**src/rtl/asyn_fifo_pkg.sv**
```systemverilog
// asyn_fifo_pkg -- shared constants for the single-clock FIFO.
//   DEFAULT_WIDTH      : default data word width in bits
//   DEFAULT_ADDR_WIDTH : default address width (depth = 2**ADDR_WIDTH)
package asyn_fifo_pkg;

  localparam int DEFAULT_WIDTH      = 8;
  localparam int DEFAULT_ADDR_WIDTH = 4;

endpackage : asyn_fifo_pkg

```
**src/rtl/asyn_fifo_mem.sv**
```systemverilog
// asyn_fifo_mem -- 2**ADDR_WIDTH x WIDTH storage for asyn_fifo.
// Ports:
//   clk   : clock, rising edge
//   rst   : asynchronous active-high reset (clears the read register only)
//   we    : write enable
//   waddr : write address
//   wdata : write data
//   re    : read enable; the read register loads only when set
//   raddr : read address
//   rdata : registered read data, holds when re=0
module asyn_fifo_mem
  import asyn_fifo_pkg::*;
#(
  parameter int WIDTH      = DEFAULT_WIDTH,
  parameter int ADDR_WIDTH = DEFAULT_ADDR_WIDTH
) (
  input  logic                  clk,
  input  logic                  rst,
  input  logic                  we,
  input  logic [ADDR_WIDTH-1:0] waddr,
  input  logic [WIDTH-1:0]      wdata,
  input  logic                  re,
  input  logic [ADDR_WIDTH-1:0] raddr,
  output logic [WIDTH-1:0]      rdata
);

  localparam int DEPTH = 2 ** ADDR_WIDTH;

  logic [WIDTH-1:0] mem_r [DEPTH];
  logic [WIDTH-1:0] rdata_r;

  // Synchronous write port; storage contents are deliberately not reset.
  always_ff @(posedge clk) begin
    if (we) begin
      mem_r[waddr] <= wdata;
    end
  end

  // Registered read port; holds its value whenever no read is enabled.
  always_ff @(posedge clk or posedge rst) begin
    if (rst) begin
      rdata_r <= '0;
    end else if (re) begin
      rdata_r <= mem_r[raddr];
    end
  end

  assign rdata = rdata_r;

endmodule : asyn_fifo_mem

```
**src/rtl/asyn_fifo.sv**
```systemverilog
// asyn_fifo -- single-clock FIFO with wrap-bit pointers.
// Optional feature: define ASYN_FIFO_LEVEL_EN to add the 'level' output.
// Ports:
//   clk    : clock, all state updates on the rising edge
//   rst    : asynchronous active-high reset (pointers and rdata cleared)
//   wdata  : write data
//   winc   : write request, accepted when not full
//   wfull  : FIFO full
//   rdata  : registered read data, one cycle after an accepted read
//   rinc   : read request, accepted when not empty
//   rempty : FIFO empty
//   level  : stored word count 0..2**ADDR_WIDTH (ASYN_FIFO_LEVEL_EN only)
module asyn_fifo
  import asyn_fifo_pkg::*;
#(
  parameter int WIDTH      = DEFAULT_WIDTH,
  parameter int ADDR_WIDTH = DEFAULT_ADDR_WIDTH
) (
  input  logic                clk,
  input  logic                rst,
  input  logic [WIDTH-1:0]    wdata,
  input  logic                winc,
  output logic                wfull,
  output logic [WIDTH-1:0]    rdata,
  input  logic                rinc,
  output logic                rempty
`ifdef ASYN_FIFO_LEVEL_EN
  ,
  output logic [ADDR_WIDTH:0] level
`endif
);

  localparam logic [ADDR_WIDTH:0] PTR_ONE = {{ADDR_WIDTH{1'b0}}, 1'b1};

  logic [ADDR_WIDTH:0] wptr_r;
  logic [ADDR_WIDTH:0] rptr_r;
  logic                wr_accept_s;
  logic                rd_accept_s;
  logic                rempty_s;
  logic                wfull_s;

  // Equal pointers mean empty; same low bits on opposite laps mean full.
  assign rempty_s = (wptr_r == rptr_r);
  assign wfull_s  = (wptr_r[ADDR_WIDTH] != rptr_r[ADDR_WIDTH]) &&
                    (wptr_r[ADDR_WIDTH-1:0] == rptr_r[ADDR_WIDTH-1:0]);

  // Gating by the flags makes full+both accept only the read and
  // empty+both accept only the write, with no write-through.
  assign wr_accept_s = winc & ~wfull_s;
  assign rd_accept_s = rinc & ~rempty_s;

  // Pointer registers; they wrap naturally modulo 2**(ADDR_WIDTH+1).
  always_ff @(posedge clk or posedge rst) begin
    if (rst) begin
      wptr_r <= '0;
      rptr_r <= '0;
    end else begin
      if (wr_accept_s) begin
        wptr_r <= wptr_r + PTR_ONE;
      end
      if (rd_accept_s) begin
        rptr_r <= rptr_r + PTR_ONE;
      end
    end
  end

  asyn_fifo_mem #(
    .WIDTH      (WIDTH),
    .ADDR_WIDTH (ADDR_WIDTH)
  ) u_mem (
    .clk   (clk),
    .rst   (rst),
    .we    (wr_accept_s),
    .waddr (wptr_r[ADDR_WIDTH-1:0]),
    .wdata (wdata),
    .re    (rd_accept_s),
    .raddr (rptr_r[ADDR_WIDTH-1:0]),
    .rdata (rdata)
  );

  assign wfull  = wfull_s;
  assign rempty = rempty_s;

`ifdef ASYN_FIFO_LEVEL_EN
  // Modular difference gives 0..2**ADDR_WIDTH in ADDR_WIDTH+1 bits.
  assign level = wptr_r - rptr_r;
`endif

endmodule : asyn_fifo

```
**config.mk**
```make
export PLATFORM = sky130hd
export DESIGN_NAME = asyn_fifo
export DESIGN_NICKNAME = d
export VERILOG_FILES = /design/src/rtl/asyn_fifo_pkg.sv /design/src/rtl/asyn_fifo_mem.sv /design/src/rtl/asyn_fifo.sv
export SDC_FILE = /design/constraint.sdc
export NUM_CORES = 1
export LEC_CHECK = 0
export ABC_AREA = 1
export BUFFER_PORTS_ARGS = -buffer_cell sky130_fd_sc_hd__clkbuf_2
export CAP_MARGIN = 25
export CORE_MARGIN = 2
export CORE_UTILIZATION = 45
export DETAILED_ROUTE_END_ITERATION = 12
export GPL_ROUTABILITY_DRIVEN = 0
export PLACE_DENSITY = 0.6
export SYNTH_ARGS = -nofsm -noshare
export SYNTH_HDL_FRONTEND = slang
export SYNTH_SLANG_ARGS = --single-unit
export TNS_END_PERCENT = 100
```
**constraint.sdc**
```tcl
create_clock -name clk -period 6.25 [get_ports clk]
set_input_delay 1.25 -clock clk [delete_from_list [all_inputs] [get_ports clk]]
set_output_delay 1.25 -clock clk [all_outputs]
set_load 0.02 [all_outputs]
```
# Word-level counts from Yosys, hierarchy flattened
# Memories as Yosys holds them, arrays and structs flattened. A register that Yosys moved wholly into a read port is not among the register bits.
# Index checks and enable logic that the tools add are counted.
[op_classes]
add_sub_neg = 2
reduce_logical = 1
eq_ne = 3
bitwise_logic = 4
n_mux = 2
[op_table]
columns = ["op", "count"]
rows = [
  ["$add A5 B1 Y5 const B", 2],
  ["$eq A5 B5 Y1", 1],
  ["$eq A4 B4 Y1", 1],
  ["$and A1 B1 Y1", 2],
  ["$mux W1", 2],
  ["$not A1 Y1", 2],
  ["$logic_and A1 B1 Y1", 1],
  ["$ne A1 B1 Y1", 1],
]
[totals]
memories = 1
inputBits = 12
regBits = 10
ramBits = 128
wordCells = 15
output_inout_bits = 10
[memory_table]
columns = ["name", "words", "width", "rd", "rd_ports_with_merged_regs", "write_ports", "line_no", "rtl"]
rows = [
  ["u_mem.mem_r", 16, 8, 1, 1, 1, "asyn_fifo_mem.sv:29", "logic [WIDTH-1:0] mem_r [DEPTH];"],
]

# Depth between registers and ports, before layout
[logic_depth]
word_depth = 6
mapped_depth = 12
mapped_depth_nobuf = 10

# Modules after synthesis
# From an unflattened synthesis, not the netlist that was laid out.
[unflattened]
hier_cells = 569
hier_area_um2 = 6266.0
[modules_own_cells]
columns = ["module", "instances", "area_each_um2", "cells_per_inst", "seq_area_each_um2"]
rows = [
  ["asyn_fifo_mem", 1, 5595.4, 482, 4043.9],
  ["asyn_fifo", 1, 670.6, 87, 250.2],
]

# Worst setup path before layout
# No wires, ideal clock.
[synth_path]
kind = "input port to flip-flop"
startpoint = "input port winc"
endpoint = "memory u_mem.mem_r[13][0] (netlist name), enable pin"
setup_time_ps = 383
path_buffers = 1
slack_ps = 3801
arrival_ps = 2066
t_required_ps = 5867
path_stages = 3
cell_sequence = "nand2_2 buf_6 nor3_1"
[synth_via]
elab_chain_len = 3
[synth_lines]
columns = ["element", "line_no", "rtl"]
rows = [
  ["start, declared", "asyn_fifo.sv:22", "input logic winc,"],
  ["$and A1 B1 Y1", "asyn_fifo.sv:49", "assign wr_accept_s = winc & ~wfull_s;"],
  ["$mux W1", "asyn_fifo_mem.sv:34", "if (we) begin"],
  ["$mux W1 (implied by the code)", "asyn_fifo_mem.sv:35", "mem_r[waddr] <= wdata;"],
  ["end, declared", "asyn_fifo_mem.sv:29", ""],
]
# No other way between the ends.

# Worst setup path in the final report
[layout_path]
startpoint = "register rptr_r[0]"
endpoint = "output port rempty"
[layout_via]
elab_chain_len = 1
[layout_lines]
columns = ["element", "line_no", "rtl"]
rows = [
  ["start, declared", "asyn_fifo.sv:36", "logic [ADDR_WIDTH:0] rptr_r;"],
  ["start signal, assigned", "asyn_fifo.sv:62", "rptr_r <= rptr_r + PTR_ONE;"],
  ["$eq A5 B5 Y1", "asyn_fifo.sv:43", "assign rempty_s = (wptr_r == rptr_r);"],
  ["end, declared", "asyn_fifo.sv:26", "output logic rempty"],
]
# No other way between the ends.

==> flow_metrics.tcl <==
set metrics [dict create \
    grt_pass1_wl_mm 23.89 \
    slew_headroom_pct 28.19 \
    fin_setup_tns_ns 0 \
    fp-row-count 44 \
    synth-simple-area-share_pct 22.52 \
    pre_cts_ws_ns 2.351 \
    die_h_um 125.5 \
    max_freq_mhz 279.9 \
    timing_hold_violations_final 0 \
    period_minus_slack_ns 3.573 \
    final_cell_mix "nand2_1 (251), inv_1 (132), edfxtp_1 (128), nand3_1 (83), clkbuf_2 (21)" \
    postCtsHoldBufs 0 \
    drt_pass1_iterations 5 \
    synth-seq-cells 146 \
    synth_compound_area_share_pct 0.1506 \
    area_growth_pct 11.92 \
    drt-initial-drc-count 575 \
    syn-num-nets 702 \
    p_per_area_nw_per_um2 446.3 \
    ant_nets 0 \
    cts_tree "built" \
    clk_pin_slew_ns 0.06 \
    yosys_warnings 0 \
    whs_path_depth 2 \
    fill_cells 1311 \
    antenna_found_initial 0 \
    synth_cell_type_count 23 \
    finalMaxSlewViolations 0 \
    synth_top_area_share_pct 57.83 \
    worstPathArrival_ns 2.32 \
    grt_pass1_vias 4329 \
    fin_ws_ns 2.677 \
    p_leak_uw 0.003421 \
    diodes 0 \
    setup_violations 0 \
    worstPathMaxFanout 65 \
    cts_root_buffer "clkbuf_16" \
    ir_worst_vdd_v 0.0002076 \
    track_usage_pct 20.38 \
    cp.required_ns 5.00 \
    clkSinkCount 146 \
    core_um2 14480 \
    synth.mux.area_fraction_pct 0 \
    syn_inst 685 \
    yosysTopAreaCell "edfxtp_1" \
    drc 0 \
    worstSetupPathType "register to output port" \
    dieArea_um2 15760 \
    skew_ns 0.009209 \
    ios 22 \
    vias 4576 \
    ff2ff_path_depth 9 \
    rsz0062_at_grt "false" \
    synth_xor_area_share_pct 1.318 \
    drv_cap 0 \
    hpwl_mm 9.985 \
    viasPerCell 5.068 \
    synth_area_um2 6646 \
    clock_latency_ns 0.43 \
    io_buffer_count 21 \
    drive_gt1_share_pct 10.15 \
    end_kind "output port" \
    wl_per_cell_um 17.10 \
    synth_area_leaders "edfxtp_1 (58%), nand2_1 (14%), inv_1 (7.5%)" \
    cts_resized 0 \
    numCtsBuffers 17 \
    gr-total-overflow 0 \
    worst_pin_slew_ns 1.069 \
    wirelength_mm 15.44 \
    hp-class "register to register" \
    multi_input_area_um2 1657 \
    timing.final.crit_share_pct 57.16 \
    post_cts_buffers 0 \
    nNetsFinal 723 \
    floorplan.initialDensity_pct 45.90 \
    post_dp_cell_area_um2 6813 \
    syn_area_per_cell_um2 9.703 \
    synth-seq-area-share_pct 64.61 \
    status "completed" \
    area.sequential_um2 4295 \
    cp-start-kind "register" \
    final_common_cell "nand2_1" \
    htreeDepth 4 \
    synth_top_family_by_area "simple AND/OR/NAND/NOR gates" \
    grt_max_degree 70 \
    synth_adder_area_share_pct 0.9413 \
    final_cell_area_um2 7438 \
    clockBufferDepth 2 \
    die_w_um 125.5 \
]
sequential cells by signal (all words and copies together) (netlist names):
register and flops:
u_mem.mem_r 128, u_mem.rdata 8, rptr_r 5, wptr_r 5
worst max-delay path: stages (launching register included):
cell and delay, ns:
dfrtp_2 0.67, buf_12 0.27, inv_2 0.09, buf_12 0.20, nand2_1 0.09, nand2_1 0.06
nor2_2 0.15, nand3_2 0.13, inv_1 0.07, clkbuf_2 0.16
final timing paths:
check / from / end / slack (ns)
min in group asynchronous: rst / rptr_r[4] / 0.89
min reg2reg: u_mem.rdata[1] / u_mem.rdata[1] / 0.48
max reg2reg: rptr_r[0] / u_mem.mem_r[13][1] / 3.04
max in group asynchronous: rst / rptr_r[0] / 4.88
max: rptr_r[0] / rempty / 2.68
min: u_mem.rdata[1] / u_mem.rdata[1] / 0.48
cell usage after synthesis (all sizes together):
master	count
nand3b	1
nand3	84
xor2	5
clkbuf	6
nor2	4
buf	21
nand2	253
o21ai	2
dfrtp	18
nor3	15
edfxtp	128
inv	136
xnor2	5
ha	5
clkinv	2
final cells by class:
| cell class | count | area share, % |
|---|---|---|
| inverter | 138 | 6.964 |
| timing repair buffer | 29 | 2.422 |
| clock inverter | 15 | 1.783 |
| tap | 184 | 3.095 |
| multi-input combinational | 374 | 22.27 |
| clock buffer | 17 | 5.719 |
| sequential | 146 | 57.75 |
routing by layer:
layer / wire length [µm] / track usage (%)
met5: 0 / 0
met4: 468 / 8.627
met3: 1169 / 4.835
met2: 6906 / 30.49
met1: 6899 / 28.68
stage by stage:
step           std cells  total power [µW]  utilization, %  hold slack, ns
4_1_cts              896              3297           50.91          0.4828
3_5_place_dp         864              2339           47.05          0.4656
5_1_grt              903              3503           51.37          0.4955
6_report             903              3320           51.37          0.4755
3_3_place_gp         864              2331           47.05          0.4618
2_1_floorplan        685              2082               -          0.5081
report_power, final:
group / total [µW] / switching (µW) / internal, µW
Combinational: 1070 / 745 / 322
Sequential: 1300 / 102 / 1190
Clock: 955 / 430 / 525
cell families (layout without fill, tap and decap cells):
logic type	after synthesis	count (layout)
AOI/OAI and AO/OA	2	2
and+or+nand+nor	357	357
buffers and inverters	165	199
adders and majority gates	5	5
xor gates and xnor gates	10	10
DFF	146	146
Note: power is estimated with default switching activity, not from simulation.
